--- src/rtl/trng_pkg.sv ---
// ----------------------------------------------------------------------------
// trng_pkg
// Shared definitions for the TRNG capture path: sequencer state encoding and
// the byte width used on every data port.
// ----------------------------------------------------------------------------
package trng_pkg;

    localparam int unsigned BYTE_W = 8;

    typedef enum logic [1:0] {
        ST_RST   = 2'd0,
        ST_GUARD = 2'd1,
        ST_FILL  = 2'd2,
        ST_DUMP  = 2'd3
    } state_t;

endpackage

--- src/rtl/trng_rct.sv ---
// ----------------------------------------------------------------------------
// trng_rct
// Repetition-count health test on the bytes written into the capture FIFO.
// Only built when TRNG_CAPTURE_CTRL_RCT_EN is defined.
//
// Ports:
//   i_clk, i_reset : clock, synchronous active-high reset
//   en             : a byte is being written this cycle
//   dat            : the byte being written
//   trip           : combinational; this byte makes RCT_LIMIT identical
//                    consecutive bytes
// ----------------------------------------------------------------------------
`ifdef TRNG_CAPTURE_CTRL_RCT_EN
module trng_rct
    import trng_pkg::*;
#(
    parameter int unsigned RCT_LIMIT = 32
) (
    input  logic              i_clk,
    input  logic              i_reset,
    input  logic              en,
    input  logic [BYTE_W-1:0] dat,
    output logic              trip
);

    localparam int unsigned CW = $clog2(RCT_LIMIT + 1);

    logic [CW-1:0]     run_len;
    logic [CW-1:0]     run_next;
    logic [BYTE_W-1:0] last;

    // run_len == 0 means no previous byte, so the first byte starts a run of 1
    always_comb begin
        run_next = CW'(1);
        if (run_len != '0 && dat == last) begin
            run_next = run_len + CW'(1);
        end
    end

    assign trip = en && (run_next == CW'(RCT_LIMIT));

    // The run restarts after a trip so the alarm is raised once per run
    always_ff @(posedge i_clk) begin
        if (i_reset) begin
            run_len <= '0;
            last    <= '0;
        end else if (en) begin
            last    <= dat;
            run_len <= trip ? '0 : run_next;
        end
    end

endmodule
`endif

--- src/rtl/trng_capture_ctrl.sv ---
// ----------------------------------------------------------------------------
// trng_capture_ctrl
// Sequencer for the TRNG capture path: pulses the TRNG reset, discards a guard
// window of output, fills the FIFO at full TRNG rate, then drains it one byte
// per serial-link handshake. Re-seeds every RESET_EVERY complete dumps.
//
// Optional feature macro: TRNG_CAPTURE_CTRL_RCT_EN (repetition-count alarm).
//
// Ports:
//   i_clk, i_reset          : clock, synchronous active-high reset
//   o_trng_reset            : TRNG reset (combinational)
//   i_trng_valid/i_trng_dat : TRNG byte stream
//   o_trng_read             : TRNG byte consume (combinational)
//   o_fifo_write/o_fifo_dat : FIFO write port
//   i_fifo_full             : FIFO full
//   i_fifo_almost_empty     : exactly one entry left in the FIFO
//   o_fifo_read/i_fifo_dat  : FIFO read port, data valid one cycle after read
//   i_com_ready             : serial link can accept a byte
//   o_com_write/o_com_dat   : one-cycle byte strobe to the serial link
//   o_state                 : RST=0, GUARD=1, FILL=2, DUMP=3
//   o_dump_cnt              : completed dumps, wraps
//   o_alarm                 : sticky health alarm (0 without the macro)
// ----------------------------------------------------------------------------
module trng_capture_ctrl
    import trng_pkg::*;
#(
    parameter int unsigned RESET_CYCLES = 2,
    parameter int unsigned GUARD_CYCLES = 512,
    parameter int unsigned RESET_EVERY  = 1,
    parameter int unsigned CNT_WIDTH    = 16,
    parameter int unsigned RCT_LIMIT    = 32
) (
    input  logic                 i_clk,
    input  logic                 i_reset,
    output logic                 o_trng_reset,
    input  logic                 i_trng_valid,
    input  logic [BYTE_W-1:0]    i_trng_dat,
    output logic                 o_trng_read,
    output logic                 o_fifo_write,
    output logic [BYTE_W-1:0]    o_fifo_dat,
    input  logic                 i_fifo_full,
    input  logic                 i_fifo_almost_empty,
    output logic                 o_fifo_read,
    input  logic [BYTE_W-1:0]    i_fifo_dat,
    input  logic                 i_com_ready,
    output logic                 o_com_write,
    output logic [BYTE_W-1:0]    o_com_dat,
    output logic [1:0]           o_state,
    output logic [CNT_WIDTH-1:0] o_dump_cnt,
    output logic                 o_alarm
);

    state_t state;
    state_t state_next;

    logic [CNT_WIDTH-1:0] phase_cnt;   // dwell counter for RST and GUARD
    logic [CNT_WIDTH-1:0] since_rst;   // completed dumps since the last TRNG reset
    logic                 rd_wait;     // read issued last cycle, FIFO data valid now
    logic                 last_xfer;   // in-flight transfer carries the final entry

    logic xfer_busy;
    logic issue_rd;
    logic dump_done;
    logic fill_byte;
    logic rst_done;
    logic guard_done;
    logic reseed;
    logic rct_trip;

    assign xfer_busy  = o_fifo_read | rd_wait | o_com_write;
    assign issue_rd   = (state == ST_DUMP) && i_com_ready && !xfer_busy;
    assign dump_done  = (state == ST_DUMP) && o_com_write && last_xfer;
    // A byte that arrives while full is visible is consumed but never written
    assign fill_byte  = (state == ST_FILL) && i_trng_valid && !i_fifo_full;
    assign rst_done   = phase_cnt == CNT_WIDTH'(RESET_CYCLES - 1);
    assign guard_done = phase_cnt == CNT_WIDTH'(GUARD_CYCLES - 1);
    assign reseed     = since_rst == CNT_WIDTH'(RESET_EVERY - 1);

    assign o_trng_reset = i_reset || (state == ST_RST);
    assign o_trng_read  = ((state == ST_GUARD) || (state == ST_FILL)) && i_trng_valid;
    assign o_state      = state;

    // ------------------------------------------------------------------
    // State register
    // ------------------------------------------------------------------
    always_ff @(posedge i_clk) begin
        if (i_reset) begin
            state <= ST_RST;
        end else begin
            state <= state_next;
        end
    end

    // ------------------------------------------------------------------
    // Next-state logic
    // ------------------------------------------------------------------
    always_comb begin
        state_next = state;
        case (state)
            ST_RST: begin
                if (rst_done) state_next = ST_GUARD;
            end
            ST_GUARD: begin
                if (guard_done) state_next = ST_FILL;
            end
            ST_FILL: begin
                if (rct_trip) begin
                    state_next = ST_RST;
                end else if (i_fifo_full) begin
                    state_next = ST_DUMP;
                end
            end
            ST_DUMP: begin
                if (dump_done) state_next = reseed ? ST_RST : ST_FILL;
            end
            default: state_next = ST_RST;
        endcase
    end

    // ------------------------------------------------------------------
    // Counters, FIFO write path and the DUMP read/forward handshake
    // ------------------------------------------------------------------
    always_ff @(posedge i_clk) begin
        if (i_reset) begin
            phase_cnt    <= '0;
            since_rst    <= '0;
            o_dump_cnt   <= '0;
            o_fifo_write <= 1'b0;
            o_fifo_dat   <= '0;
            o_fifo_read  <= 1'b0;
            rd_wait      <= 1'b0;
            last_xfer    <= 1'b0;
            o_com_write  <= 1'b0;
            o_com_dat    <= '0;
        end else begin
            if (state_next != state) begin
                phase_cnt <= '0;
            end else if ((state == ST_RST) || (state == ST_GUARD)) begin
                phase_cnt <= phase_cnt + CNT_WIDTH'(1);
            end

            o_fifo_write <= fill_byte;
            if (fill_byte) begin
                o_fifo_dat <= i_trng_dat;
            end

            o_fifo_read <= issue_rd;
            if (issue_rd) begin
                last_xfer <= i_fifo_almost_empty;
            end
            rd_wait     <= o_fifo_read;
            o_com_write <= rd_wait;
            if (rd_wait) begin
                o_com_dat <= i_fifo_dat;
            end

            if (dump_done) begin
                o_dump_cnt <= o_dump_cnt + CNT_WIDTH'(1);
            end
            // Any entry into RST (re-seed or alarm) restarts the dump schedule
            if ((state_next == ST_RST) && (state != ST_RST)) begin
                since_rst <= '0;
            end else if (dump_done) begin
                since_rst <= since_rst + CNT_WIDTH'(1);
            end
        end
    end

`ifdef TRNG_CAPTURE_CTRL_RCT_EN
    // The tripping byte is still written; the fill is abandoned after it
    trng_rct #(
        .RCT_LIMIT (RCT_LIMIT)
    ) u_rct (
        .i_clk   (i_clk),
        .i_reset (i_reset),
        .en      (fill_byte),
        .dat     (i_trng_dat),
        .trip    (rct_trip)
    );

    always_ff @(posedge i_clk) begin
        if (i_reset) begin
            o_alarm <= 1'b0;
        end else if (rct_trip) begin
            o_alarm <= 1'b1;
        end
    end
`else
    // RCT_LIMIT has no effect without the health test
    logic unused_rct_limit;
    assign unused_rct_limit = ^RCT_LIMIT;
    assign rct_trip         = 1'b0;
    assign o_alarm          = 1'b0;
`endif

endmodule

--- config.mk ---
export PLATFORM = sky130hd
export DESIGN_NAME = trng_capture_ctrl
export DESIGN_NICKNAME = d
export VERILOG_FILES = /design/src/rtl/trng_pkg.sv /design/src/rtl/trng_rct.sv /design/src/rtl/trng_capture_ctrl.sv
export SDC_FILE = /design/constraint.sdc
export NUM_CORES = 1
export LEC_CHECK = 0
export BUFFER_PORTS_ARGS = -buffer_cell sky130_fd_sc_hd__buf_2
export CORE_AREA = 2 2 84 86
export DETAILED_ROUTE_END_ITERATION = 10
export DIE_AREA = 0 0 86 88
export PLACE_DENSITY_LB_ADDON = 0.12
export SYNTH_ARGS = -nofsm -noshare
export SYNTH_HDL_FRONTEND = slang
export SYNTH_SLANG_ARGS = --single-unit
--- constraint.sdc ---
create_clock -name i_clk -period 4.2 [get_ports i_clk]
set_clock_uncertainty 0.1 [all_clocks]
set_input_delay 0.21 -clock i_clk [delete_from_list [all_inputs] [get_ports i_clk]]
set_output_delay 0.21 -clock i_clk [all_outputs]
set_load 0.005 [all_outputs]
==> results of run 1 <==
==> worst register-to-register path: stages (launching register included) <==
cell and delay [ps]:
dfxtp_1 460, inv_1 140, ha_1 310, or2_2 360, a21oi_1 220, a2bb2oi_2 110
o41ai_4 820, nor2_1 120
==> cells by family (layout without fill, tap and decap cells) <==
logic type,Yosys count,in the layout,share of synthesized area [%]
buffers and inverters,22,100,3.16
flip-flops,71,71,43.8
multiplexers,17,17,5.24
adder cells (fa/ha/maj),9,9,3.47
AND/OR/NAND/NOR,173,173,26.7
other,1,1,0.116
AO/OA/AOI/OAI,22,22,5.86
XOR/XNOR,43,43,11.6
==> through the flow <==
step / power [mW] / cell area (um2) / setup slack [ps] / hold slack [ps]
2_1_floorplan: 1.05 / 3240 / 1830 / 254
3_3_place_gp: 1.12 / 3570 / 1510 / 339
3_5_place_dp: 1.13 / 3570 / 1400 / 353
4_1_cts: 1.66 / 3930 / 1380 / 17.3
5_1_grt: 1.74 / 3930 / 1130 / 24.6
6_report: 1.63 / 3930 / 1430 / 28.7
==> metal layers <==
layer  track usage, %  part of all wire (%)
met1             23.6                    46
met2             32.3                    48
met3             5.94                   4.1
met4             8.80                   2.4
met5                0                     0
==> registers in the layout, indices dropped and copies added, names as in the netlist <==
| register | flops |
|---|---|
| o_dump_cnt | 16 |
| phase_cnt | 16 |
| since_rst | 16 |
| o_com_dat | 8 |
| o_fifo_dat | 8 |
| o_state | 2 |
| last_xfer | 1 |
| o_com_write | 1 |
| o_fifo_read | 1 |
| o_fifo_write | 1 |
| rd_wait | 1 |
==> final cells by class <==
| type | count | area [um2] | share of cell area [%] |
|---|---|---|---|
| flip-flops and latches | 71 | 1420 | 36.2 |
| inverters | 8 | 30.0 | 0.765 |
| clock buffers | 12 | 165 | 4.21 |
| repair buffers | 76 | 460 | 11.7 |
| well taps | 80 | 100 | 2.55 |
| clock inverters | 4 | 28.8 | 0.733 |
| multi-input cells | 265 | 1720 | 43.8 |
==> cells in the final DEF, fill, tap and decap left out, types with 2 or more instances in the layout <==
cell / instances
nor2b_1: 2
buf_2: 60
mux2i_1: 17
clkbuf_8: 12
and4_2: 2
o41ai_4: 2
nand2b_1: 2
dlygate4sd3_1: 16
nor2_1: 60
nor3_1: 22
and3_1: 7
nor4b_1: 2
o21ai_0: 5
a221oi_1: 2
dfxtp_1: 71
inv_1: 8
clkinvlp_4: 2
nand4_1: 13
xor2_1: 28
and4_1: 2
and2_1: 3
ha_1: 9
nand2_1: 21
a21oi_1: 6
xnor2_1: 15
nor4_1: 7
or4_1: 2
or2_2: 4
nand3_1: 16
==> final timing paths <==
kind / from / endpoint / slack, ps / cells past startpoint
worst min-delay path: i_trng_dat[3] / o_fifo_dat[3]$_SDFFE_PP0P_ / 30 / 3
worst max-delay path: o_state[1]$_SDFF_PP0_ / since_rst[15]$_SDFFE_PP0P_ / 1430 / 7
worst min register to register: o_fifo_read$_SDFF_PP0_ / rd_wait$_SDFF_PP0_ / 390 / 1
worst max register to register: o_state[1]$_SDFF_PP0_ / since_rst[15]$_SDFFE_PP0P_ / 1430 / 7
==> power by group <==
part / total (mW) / leakage (nW) / internal [mW] / switching [mW]
sequential: 0.722 / 0.572 / 0.695 / 0.0268
combinational: 0.397 / 0.954 / 0.154 / 0.243
clock: 0.513 / 0.0946 / 0.263 / 0.251
==> key figures, run 1 <==
Synthesis
  – YS warnings: 0
  – Register area share after synthesis: 43.8%
  – Top FF cell, synth: dfxtp_1
  – Count of mapped cells out of synthesis: 358
  – Library cell with the highest instance count after synthesis: dfxtp_1
  – Leading cell types by count after synthesis: dfxtp_1, nor2_1, xor2_1
  – Average footprint of a synthesized cell: 9.06 um2
  – Post-synthesis register bit count: 71
  – Leading post-synthesis cells by cell area: dfxtp_1, xor2_1, nor2_1, mux2i_1, xnor2_1
  – Synthesized net count: 389
  – Post-synth cell types: 46
  – Post-Synthesis Cell Area: 0.00324 mm2
  – Fraction of registers with async set or reset after synthesis: 0%
  – Library cell with the largest summed area after synthesis: dfxtp_1
  – Area share of the largest cell type after synthesis: 43.8%
  – Number of flops mapped to enable cells by yosys: 0

Global route
  – First-pass GRT wire length: 11800 um
  – GRT Residual Overflow: 0
  – GRT Overall Usage: 19.6%
  – Number of antenna violations at the first check in global routing: 0
  – Largest net degree at the start of global routing: 42
  – Number of global-route vias before repair: 2609

Hold path
  – Worst min-delay path class: primary input to flip-flop

Clock network
  – Worst skew pair latency: 340 ps
  – Clock Tree Buf Depth: 2
  – # hold bufs at CTS: 16
  – Number of clock buffers inserted by TritonCTS: 9
  – CTS root buffer: clkbuf_8
  – Total setup buffers inserted after CTS: 0
  – Post-cts resize count: 0
  – Total number of H-tree levels: 3
  – Clk pin slew, worst setup/hold paths: 70 ps
  – CTS tree: built
  – Total number of clock tree sinks: 71

Worst setup path
  – Crit path largest cell delay: 820 ps
  – Crit path cell chain: inv_1 -> ha_1 -> or2_2 -> a21oi_1 -> a2bb2oi_2 -> o41ai_4 -> nor2_1
  – Data required time at the worst endpoint: 4300 ps
  – Cell with the largest stage delay on the worst path: o41ai_4
  – Top fanout value on the critical path: 16
  – Critical path class: flip-flop to flip-flop
  – Crit-path leading delay family: compound AO/OA/AOI/OAI gates
  – Startpoint type of the worst setup path: flip-flop
  – CP Data Arrival Time: 2870 ps
  – CP bufs+invs: 1
  – Crit end category: flip-flop

Die
  – Initial core utilization: 48.8%
  – Number of ports placed on the die boundary: 62
  – Core Rows: 30
  – Area of the placeable core: 0.00664 mm2
  – Die Y-Extent: 88 um
  – Chip width: 86 um
  – Area of the die: 0.00757 mm2

Layout
  – Syn-to-layout area delta: 21.0%
  – Number of inserted filler cells in the final layout: 626
  – Layout Nets: 462
  – Antenna Cells: 0
  – Filler-free cell count of the finished design: 516
  – Final core utilization: 59.1%
  – Ratio of cells with drive above 1 in the final layout: 20.9%

Power
  – Static Leak: 1.62 nW
  – Highest ir drop seen on vdd: 0.213 mV
  – Pwr Density: 416 mW/mm2

Placed design
  – Port-buffer cells: 60
  – Final HPWL DP: 4660 um
  – RD Place Congestion: 0.813
  – Cell count after placement: 484

STA
  – Final setup viols: 0
  – Pins Over Slew Limit: 0
  – Total negative slack for setup checks: 0 ps
  – Min Clock Period, post-route: 2770 ps
  – Final clock period utilization by the worst path: 66.0%
  – Slew margin rel.: 30.0%
  – Final number of hold-violating endpoints: 0
  – Maximum clock frequency: 361 MHz
  – Setup repair after global routing missed its margin: false
  – Tightest Pin Transition: 1050 ps

Detailed routing
  – Residual antenna-violating net count after detailed routing: 0
  – DRC viols: 0
  – Ratio of routed vias to standard cells: 5.16
  – DR vias: 2664
  – Average routed wire per standard cell: 13.0 um
  – Post-detailed-routing wire length: 6690 um
  – Iteration count of the initial detailed-routing pass: 5
  – DR iter-0 viols: 131

Job
  – Count of max-cap constraint violations: 0

Outcome
  – Status: completed
(Power assumes the default switching activity.)
==> run 2: changes to the inputs <==
==> constraint.sdc (replaced) <==
create_clock -name i_clk -period 2.2 [get_ports i_clk]
set_clock_uncertainty 0.1 [all_clocks]
set_input_delay 0.11 -clock i_clk [delete_from_list [all_inputs] [get_ports i_clk]]
set_output_delay 0.11 -clock i_clk [all_outputs]
set_load 0.005 [all_outputs]
==> run 2 against run 1 <==
  * Via count increased by 3.4%
  * Design area increased by 6.9%
  * Largest power group unchanged
  * Core utilization increased by 4.0 points
  * Setup slack lost 1300 ps
  * Largest cell class unchanged
  * Critical endpoint is now since_rst[12]$_SDFFE_PP0P_
==> key figures, run 2 (synthesis gave the netlist of run 1 again) <==
STA
  – Min Clock Period, post-route: 2090 ps
  – Slew margin rel.: 61.3%
  – Tightest Pin Transition: 580 ps
  – Pins Over Slew Limit: 0
  – Total negative slack for setup checks: 0 ps
  – Final clock period utilization by the worst path: 94.9%
  – Setup repair after global routing missed its margin: true
  – Maximum clock frequency: 479 MHz
  – Post-route worst hold slack: 155 ps
  – Final setup viols: 0
  – Final number of hold-violating endpoints: 0

Clock network
  – Total number of clock tree sinks: 71
  – Clock Tree Buf Depth: 2
  – Number of clock buffers inserted by TritonCTS: 9
  – Total number of H-tree levels: 3
  – Worst skew pair latency: 350 ps
  – CTS tree: built
  – Total setup buffers inserted after CTS: 0
  – CTS root buffer: clkbuf_8
  – Clk pin slew, worst setup/hold paths: 80 ps

Worst setup path
  – FF-to-FF path depth: 6
  – Crit path cell chain: or3_2 -> o41ai_4 -> a2bb2oi_2 -> o41ai_4 -> buf_12 -> nor2_1
  – Worst r2r src: phase_cnt[15]$_SDFFE_PP0P_
  – CP Data Arrival Time: 2230 ps
  – Cell with the largest stage delay on the worst path: or3_2
  – Top fanout value on the critical path: 16
  – Critical path class: flip-flop to flip-flop
  – Crit end category: flip-flop
  – Capturing point of the worst reg2reg path: since_rst[12]$_SDFFE_PP0P_
  – Startpoint type of the worst setup path: flip-flop
  – Data required time at the worst endpoint: 2340 ps
  – Cell occurring most often along the worst timing path: o41ai_4
  – Reg2reg setup slack: 110 ps
  – Crit path largest cell delay: 550 ps

Global route
  – GRT Residual Overflow: 0
  – Number of antenna violations at the first check in global routing: 0
  – GRT Overall Usage: 20.3%
  – Number of global-route vias before repair: 2707
  – First-pass GRT wire length: 12100 um
  – Largest net degree at the start of global routing: 41

Die
  – Chip width: 86 um
  – Core Rows: 30
  – Initial core utilization: 48.8%
  – Area of the die: 0.00757 mm2
  – Die Y-Extent: 88 um
  – Number of ports placed on the die boundary: 62
  – Area of the placeable core: 0.00664 mm2

Placed design
  – Port-buffer cells: 60
  – Final HPWL DP: 4920 um
  – RD Place Congestion: 0.876
  – Cell count after placement: 505

Detailed routing
  – DRC viols: 0
  – Residual antenna-violating net count after detailed routing: 0
  – DR iter-0 viols: 112
  – Average routed wire per standard cell: 13.0 um
  – Post-detailed-routing wire length: 6980 um
  – Iteration count of the initial detailed-routing pass: 4
  – Ratio of routed vias to standard cells: 5.11
  – DR vias: 2755

Layout
  – Syn-to-layout area delta: 29.3%
  – Top library cells by usage in the layout, fill and taps aside: dfxtp_1, nor2_1, buf_2
  – Antenna Cells: 0
  – Filler-free cell count of the finished design: 539
  – Number of inserted filler cells in the final layout: 571
  – Top flop regs: o_dump_cnt: 16 flops, phase_cnt: 16 flops, since_rst: 16 flops
  – Ratio of cells with drive above 1 in the final layout: 26.4%
  – Most common cell after layout, fill and taps aside: dfxtp_1
  – Layout Nets: 485

Power
  – Highest ir drop seen on vdd: 0.422 mV
  – Static Leak: 1.76 nW
  – Pwr Density: 836 mW/mm2

Job
  – Count of max-cap constraint violations: 0

Hold path
  – Origin of the worst min-delay path: i_reset
  – Worst min-delay path class: primary input to flip-flop
  – Hold path cells: 5
  – Endpoint with the worst hold slack: phase_cnt[0]$_SDFFE_PP0P_

Outcome
  – Status: completed
==> run 2: cell types whose count changed in the layout (fill, tap and decap cells not counted), sizes merged <==
cell         change
buf             +21
bufinv           +2
clkbuf           -2
dlygate4sd3      +2
clkinvlp         -1
inv              +1
==> run 2: critical path, delay by kind of cell (launching register included) <==
family	cells	cell delay [ps]
compound gates	3	770
buf+inv	1	190
flops	1	330
simple gates	2	600
==> run 2: timing repair <==
| item | CTS | global route |
|---|---|---|
| setup endpoints to repair | 0 | 36 |
| resized for setup | 0 | 9 |
| hold endpoints to repair | 18 | 0 |
| hold buffers | 18 | 0 |
==> run 2: how the worst max path moves through the flow <==
| stage | endpoint | from |
|---|---|---|
| 2_1_floorplan | phase_cnt[10]$_SDFFE_PP0P_ | o_state[0]$_SDFF_PP0_ |
| 3_3_place_gp | since_rst[1]$_SDFFE_PP0P_ | phase_cnt[12]$_SDFFE_PP0P_ |
| 3_5_place_dp | since_rst[6]$_SDFFE_PP0P_ | phase_cnt[12]$_SDFFE_PP0P_ |
| 4_1_cts | since_rst[12]$_SDFFE_PP0P_ | phase_cnt[12]$_SDFFE_PP0P_ |
| 5_1_grt | phase_cnt[8]$_SDFFE_PP0P_ | since_rst[7]$_SDFFE_PP0P_ |
| 6_report | since_rst[12]$_SDFFE_PP0P_ | phase_cnt[15]$_SDFFE_PP0P_ |
==> run 2: layout make-up <==
| type | count | area [um2] | area share (%) |
|---|---|---|---|
| Multi-Input combinational cell | 265 | 1760 | 41.8 |
| Sequential cell | 71 | 1430 | 34.0 |
| Timing Repair Buffer | 99 | 663 | 15.8 |
| Clock buffer | 10 | 128 | 3.04 |
| Tap cell | 80 | 100 | 2.39 |
| Clock inverter | 6 | 93.8 | 2.24 |
| Inverter | 8 | 30.0 | 0.716 |
==> run 2: where the power goes <==
group / internal [mW] / total [mW] / switching, mW / leakage (nW)
logic: 0.463 / 0.989 / 0.526 / 1.08
clock network: 0.646 / 1.15 / 0.500 / 0.107
registers: 1.33 / 1.37 / 0.0384 / 0.574
total: 2.44 / 3.51 / 1.06 / 1.76
==> run 2: routing by layer <==
metal | GRT usage (%) | wire length, um | vias up
met5 | 0 | 0 | -
met4 | 9.81 | 143 | 0
met3 | 4.43 | 270 | 14
met2 | 33.4 | 3310 | 55
met1 | 25.4 | 3260 | 1256
li1 | - | - | 1430
==> run 2: metrics by stage <==
step / power, mW / setup slack (ps) / util [%] / instance area, um2
floorplan: 2.00 / 1.11 / - / 3250
global placement: 2.34 / 100 / 56.5 / 3760
detailed placement: 2.35 / 81.9 / 56.5 / 3760
CTS: 3.53 / 71.0 / 62.6 / 4160
global route: 3.70 / -29.4 / 63.1 / 4200
finish: 3.51 / 112 / 63.1 / 4200
